==> src/rtl/jtag_loader_pkg.sv <==
// Shared JTAG loader definitions: IR codes, word geometry, write record type.
// Combinational helpers only; no latency or flow control lives here.
package jtag_loader_pkg;

  localparam int WORD_BYTES = 4;

  localparam logic [3:0] IR_CTRL = 4'h8;
  localparam logic [3:0] IR_ADDR = 4'h9;
  localparam logic [3:0] IR_DATA = 4'hA;

  typedef struct packed {
    logic [31:0] addr;
    logic [31:0] data;
  } loader_write_t;

  typedef enum logic {
    ST_IDLE = 1'b0,
    ST_REQ  = 1'b1
  } wr_state_t;

  function automatic logic word_aligned(input logic [1:0] lsb);
    return lsb == 2'b00;
  endfunction

endpackage

==> src/rtl/sync_fifo.sv <==
// Generic single-clock FIFO, show-ahead head on dout, 1-cycle write-to-empty-deassert.
// Push is taken when not full or when popping the same cycle; pop on empty is ignored.
module sync_fifo #(
  parameter int WIDTH = 64,
  parameter int DEPTH = 8
) (
  input  logic             clk,
  input  logic             reset,
  input  logic             push,
  input  logic [WIDTH-1:0] din,
  input  logic             pop,
  output logic [WIDTH-1:0] dout,
  output logic             full,
  output logic             empty
);

  localparam int AW = $clog2(DEPTH);

  logic [WIDTH-1:0] mem [DEPTH];
  logic [AW:0]      wr_ptr;
  logic [AW:0]      rd_ptr;
  logic             do_push;
  logic             do_pop;

  // Extra MSB on each pointer counts wraps, so equal indices split into full vs empty.
  assign empty   = (wr_ptr == rd_ptr);
  assign full    = (wr_ptr[AW] != rd_ptr[AW]) && (wr_ptr[AW-1:0] == rd_ptr[AW-1:0]);
  assign do_pop  = pop & ~empty;
  assign do_push = push & (~full | do_pop);
  assign dout    = mem[rd_ptr[AW-1:0]];

  always_ff @(posedge clk) begin
    if (do_push) begin
      mem[wr_ptr[AW-1:0]] <= din;
    end
  end

  always_ff @(posedge clk) begin
    if (reset) begin
      wr_ptr <= '0;
      rd_ptr <= '0;
    end else begin
      if (do_push) wr_ptr <= wr_ptr + 1'b1;
      if (do_pop)  rd_ptr <= rd_ptr + 1'b1;
    end
  end

endmodule

==> src/rtl/jtag_mem_writer.sv <==
// Buffers loader write strobes and replays them as req/ack memory writes, min 2 cycles each.
// Memory stalls via mem_ack; a full buffer drops new strobes and raises sticky overflow.
module jtag_mem_writer
  import jtag_loader_pkg::*;
#(
  parameter int FIFO_DEPTH = 8,
  parameter int ADDR_WIDTH = 32,
  parameter int DATA_WIDTH = 32
) (
  input  logic                  clk,
  input  logic                  reset,
  input  logic                  loader_we,
  input  logic [ADDR_WIDTH-1:0] loader_addr,
  input  logic [DATA_WIDTH-1:0] loader_data,
  input  logic                  loader_reset,
  output logic                  mem_write_en,
  output logic [ADDR_WIDTH-1:0] mem_addr,
  output logic [DATA_WIDTH-1:0] mem_data,
  input  logic                  mem_ack,
  output logic                  core_reset,
  output logic                  busy,
  output logic                  overflow,
  output logic                  misaligned,
  output logic [31:0]           words_written
);

  localparam int EW = ADDR_WIDTH + DATA_WIDTH;

  wr_state_t   state;
  logic        aligned;
  logic        pop;
  logic        fifo_full;
  logic        fifo_empty;
  logic [EW-1:0] head;

  assign aligned = word_aligned(loader_addr[1:0]);
  assign pop     = (state == ST_REQ) & mem_ack;
  assign busy    = ~fifo_empty | (state == ST_REQ);

  sync_fifo #(
    .WIDTH (EW),
    .DEPTH (FIFO_DEPTH)
  ) u_fifo (
    .clk   (clk),
    .reset (reset),
    .push  (loader_we & aligned),
    .din   ({loader_addr, loader_data}),
    .pop   (pop),
    .dout  (head),
    .full  (fifo_full),
    .empty (fifo_empty)
  );

  always_ff @(posedge clk) begin
    if (reset) begin
      state         <= ST_IDLE;
      mem_write_en  <= 1'b0;
      mem_addr      <= '0;
      mem_data      <= '0;
      overflow      <= 1'b0;
      misaligned    <= 1'b0;
      words_written <= '0;
      core_reset    <= 1'b1;
    end else begin
      // Core stays held until the last buffered write has been acked.
      core_reset <= loader_reset | busy;

      if (loader_we && !aligned) begin
        misaligned <= 1'b1;
      end else if (loader_we && fifo_full && !pop) begin
        overflow <= 1'b1;
      end

      case (state)
        ST_IDLE: begin
          if (!fifo_empty) begin
            mem_addr     <= head[EW-1:DATA_WIDTH];
            mem_data     <= head[DATA_WIDTH-1:0];
            mem_write_en <= 1'b1;
            state        <= ST_REQ;
          end
        end
        ST_REQ: begin
          if (mem_ack) begin
            mem_write_en  <= 1'b0;
            words_written <= words_written + 32'd1;
            state         <= ST_IDLE;
          end
        end
        default: state <= ST_IDLE;
      endcase
    end
  end

endmodule

==> config.mk <==
export PLATFORM = sky130hd
export DESIGN_NAME = jtag_mem_writer
export DESIGN_NICKNAME = d
export VERILOG_FILES = /design/src/rtl/jtag_loader_pkg.sv /design/src/rtl/sync_fifo.sv /design/src/rtl/jtag_mem_writer.sv
export SDC_FILE = /design/constraint.sdc
export NUM_CORES = 1
export LEC_CHECK = 0
export ABC_AREA = 1
export BUFFER_PORTS_ARGS = -buffer_cell sky130_fd_sc_hd__buf_4
export CORE_MARGIN = 10
export CORE_UTILIZATION = 43
export CTS_BUF_LIST = sky130_fd_sc_hd__clkbuf_4 sky130_fd_sc_hd__clkbuf_8
export DETAILED_ROUTE_END_ITERATION = 12
export PLACE_DENSITY = 0.71
export SYNTH_ARGS = -nofsm -noshare
export SYNTH_HDL_FRONTEND = slang
export SYNTH_SLANG_ARGS = --single-unit
==> constraint.sdc <==
create_clock -name clk -period 11.68 [get_ports clk]
set_input_delay 1.168 -clock clk [delete_from_list [all_inputs] [get_ports clk]]
set_output_delay 1.168 -clock clk [all_outputs]
set_load 0.01 [all_outputs]
==> run metrics <==
status finished, final reports clean; Layout Utilization ~50%; Syn Inst Count 2212; Slew Viols, Final 0; Avg Cell Area, Syn 11.2 sq um; Pwr Density roughly 160 mW/mm^2; WP data arrival between 2 and 3 ns; critical path required time around 11 ns; clk sinks just over 600; #FFs+latches synth about 620; Die Wd around 260 microns; Rows between 80 and 90; vias in the first global route around 17000; clock buffer depth 3; GR Util met2 a little under 30%; crit path time final 3.86 ns; PortBufs approximately 170; drt initial violations between 1000 and 1500; clock root cell clkbuf_8; P_leak just over 0.01 uW; met1 track utilization from global routing just over 20%; routability cong. 0.823; Layout Nets 2444; initial antenna violation count 9; max-cap violations 0; drt pass-1 iters 5; PostCTS Resize Cnt 0; area grow syn2layout 14.8%; vias post-DR between 15000 and 20000; routed length per placed instance around 18 microns; ys async rst share 0%; CTS tree built; Setup crit end kind output port; Starting Density 43.7%; EDFF count, synth between 500 and 600; Syn Std Cell Area between 0.02 and 0.025 sq mm; Critical Path Max Stage Delay 1.10 ns; Sw Ratio 21.9%; Slew HR 12.5%; Num CTS Buffers about 100; die height ~260 microns; first-pass GRT wire length 91600 microns; Peak VDD IR roughly 0.076 mV; post-DP HPWL 33700 microns; Seq pwr share 54.5%; P_sw just under 1000 uW; Warnings, synthesis 0; hold buffers post-CTS 0; I/O pin count 170; FMAX 259 MHz; count of cell types in the netlist 34; Setup CP Type reg -> out; Logic pwr share around 4.1%; Setup TNS 0 ns; worst skew pair latency 0.71 ns; share of cells above drive strength 1 between 10% and 20%; hold crit path type reg -> reg; most common cell after layout, fill and taps aside edfxtp_1; largest net degree at the start of global routing 165; Setup-failing EPs final 0; Clock Skews slightly below 0.03 ns; Worst Max-Slew Pin Slew between 1 and 1.5 ns; worst-path fanout max between 100 and 150; worst-path cell chain xnor2_2, nand2_2, nor2_4, nand3_1, buf_4; routing usage on met3 4.28%; Total GRT Usage roughly 17%; Post-Route WL ~59000 microns; final period utilization roughly 33%; Post-synth top flop edfxtp_1; Seq/Total Area, Yosys a little under three quarters; DRC violations left 0; Reg clk slew, reported paths roughly 0.06 ns; cell-internal power roughly 3500 uW; unrepaired setup endpoints after global routing no; final hold vios 0; DIE AREA approximately 0.068 sq mm; Core Area approximately 0.057 sq mm; Worst setup SP type flip-flop; Slowest-stage cell, CP dfxtp_4; postcts setup bufs 0; GR Overflow Total 0; Antenna Nets Post-Route 0; post-synth net total about 2300; clock share of power about two fifths; DR vias/cell 5.20; H-tree levels 3; global route hottest layer met2; commonest non-fill, non-tap cells in the layout 512 x edfxtp_1, 441 x nor2_1, 396 x nand2_1
==> Yosys cell counts, types with 8 or more instances <==
master      n  share of area [%]
a21oi_1    16               0.32
xnor2_1     8               0.28
o21ai_1    10               0.20
dfxtp_1   109                8.8
nor3_1     13               0.26
edfxtp_1  512                 62
buf_6      26                1.2
inv_1     119                1.8
nand2_1   396                6.0
nor2_1    445                6.7
nand3_1    24               0.49
buf_1      11               0.17
nand4_1    15               0.38
o21ai_0   262                5.3
clkbuf_1   64               0.97
buf_4      16               0.49
o22ai_1   128                3.2
==> critical path: cells and delay by family, from the launching register on <==
family,cells,cell delay [ns]
flops,1,1.10
xor+xnor,1,0.18
simple gates,3,0.47
buf+inv,1,0.23
==> power by group through the flow <==
stage	clock network [uW]	logic (uW)	registers, uW
6_report	1850	183	2440
5_1_grt	1980	206	2440
4_1_cts	1880	186	2440
3_5_place_dp	0	185	2480
3_3_place_gp	0	180	2480
2_1_floorplan	0	85.2	2490
==> metal layers <==
layer | share of wire, % | wire, microns | vias to the layer above
li1 | - | - | 7959
met5 | 0.083 | 49 | -
met3 | 7.4 | 4350 | 99
met2 | 50 | 29500 | 540
met4 | 1.8 | 1040 | 8
met1 | 41 | 23900 | 8102
==> final timing paths <==
path / to / depth (start not counted) / startpoint / slack [ns]
setup reg to reg: u_fifo.mem[0][62]$_DFFE_PP_ / 7 / u_fifo.rd_ptr[0]$_SDFFE_PP0P_ / 7.96
hold / removal: misaligned$_SDFFE_PP0N_ / 2 / misaligned$_SDFFE_PP0N_ / 0.46
setup / recovery: busy / 5 / u_fifo.rd_ptr[0]$_SDFFE_PP0P_ / 7.82
hold reg to reg: misaligned$_SDFFE_PP0N_ / 2 / misaligned$_SDFFE_PP0N_ / 0.46
==> per-stage QoR <==
step | hold WS (ns) | worst slack (ns) | power, uW | instances | cell area [sq um]
6_report | 0.464 | 7.82 | 4470 | 3214 | 28400
2_1_floorplan | 0.474 | 4.83 | 2580 | 2212 | 24800
3_3_place_gp | 0.451 | 7.11 | 2660 | 3028 | 26400
5_1_grt | 0.517 | 7.64 | 4630 | 3213 | 28400
3_5_place_dp | 0.456 | 7.13 | 2670 | 3028 | 26400
4_1_cts | 0.465 | 7.74 | 4500 | 3211 | 28400
==> layout make-up <==
cell class | instances | area (sq um)
Clock buffer | 132 | 1670
Inverter | 121 | 464
Multi-Input combinational cell | 1342 | 6020
Sequential cell | 621 | 17600
Fill cell | 4828 | 28300
Timing Repair Buffer | 188 | 1410
Clock inverter | 51 | 320
Antenna cell | 3 | 7.51
Tap cell | 756 | 946
==> registers in the layout, summed over array words and instances (netlist names) <==
| signal | flops |
|---|---|
| misaligned | 1 |
| mem_data | 32 |
| u_fifo.wr_ptr | 4 |
| u_fifo.rd_ptr | 4 |
| state | 1 |
| u_fifo.mem | 512 |
| mem_write_en | 1 |
| overflow | 1 |
| words_written | 32 |
| core_reset | 1 |
| mem_addr | 32 |
==> logic make-up (layout without fill, tap and decap cells) <==
kind of cell    Yosys count  count (layout)  synth area share (%)
compound gates          418             418                  9.11
xor+xnor                 16              16                 0.596
fa+ha+maj                 3               3                 0.152
buf+inv                 249             492                  4.97
flops                   621             621                  70.9
other cells               0               3                     0
simple gates            905             905                  14.2
Power figures use the tool's default switching activity.
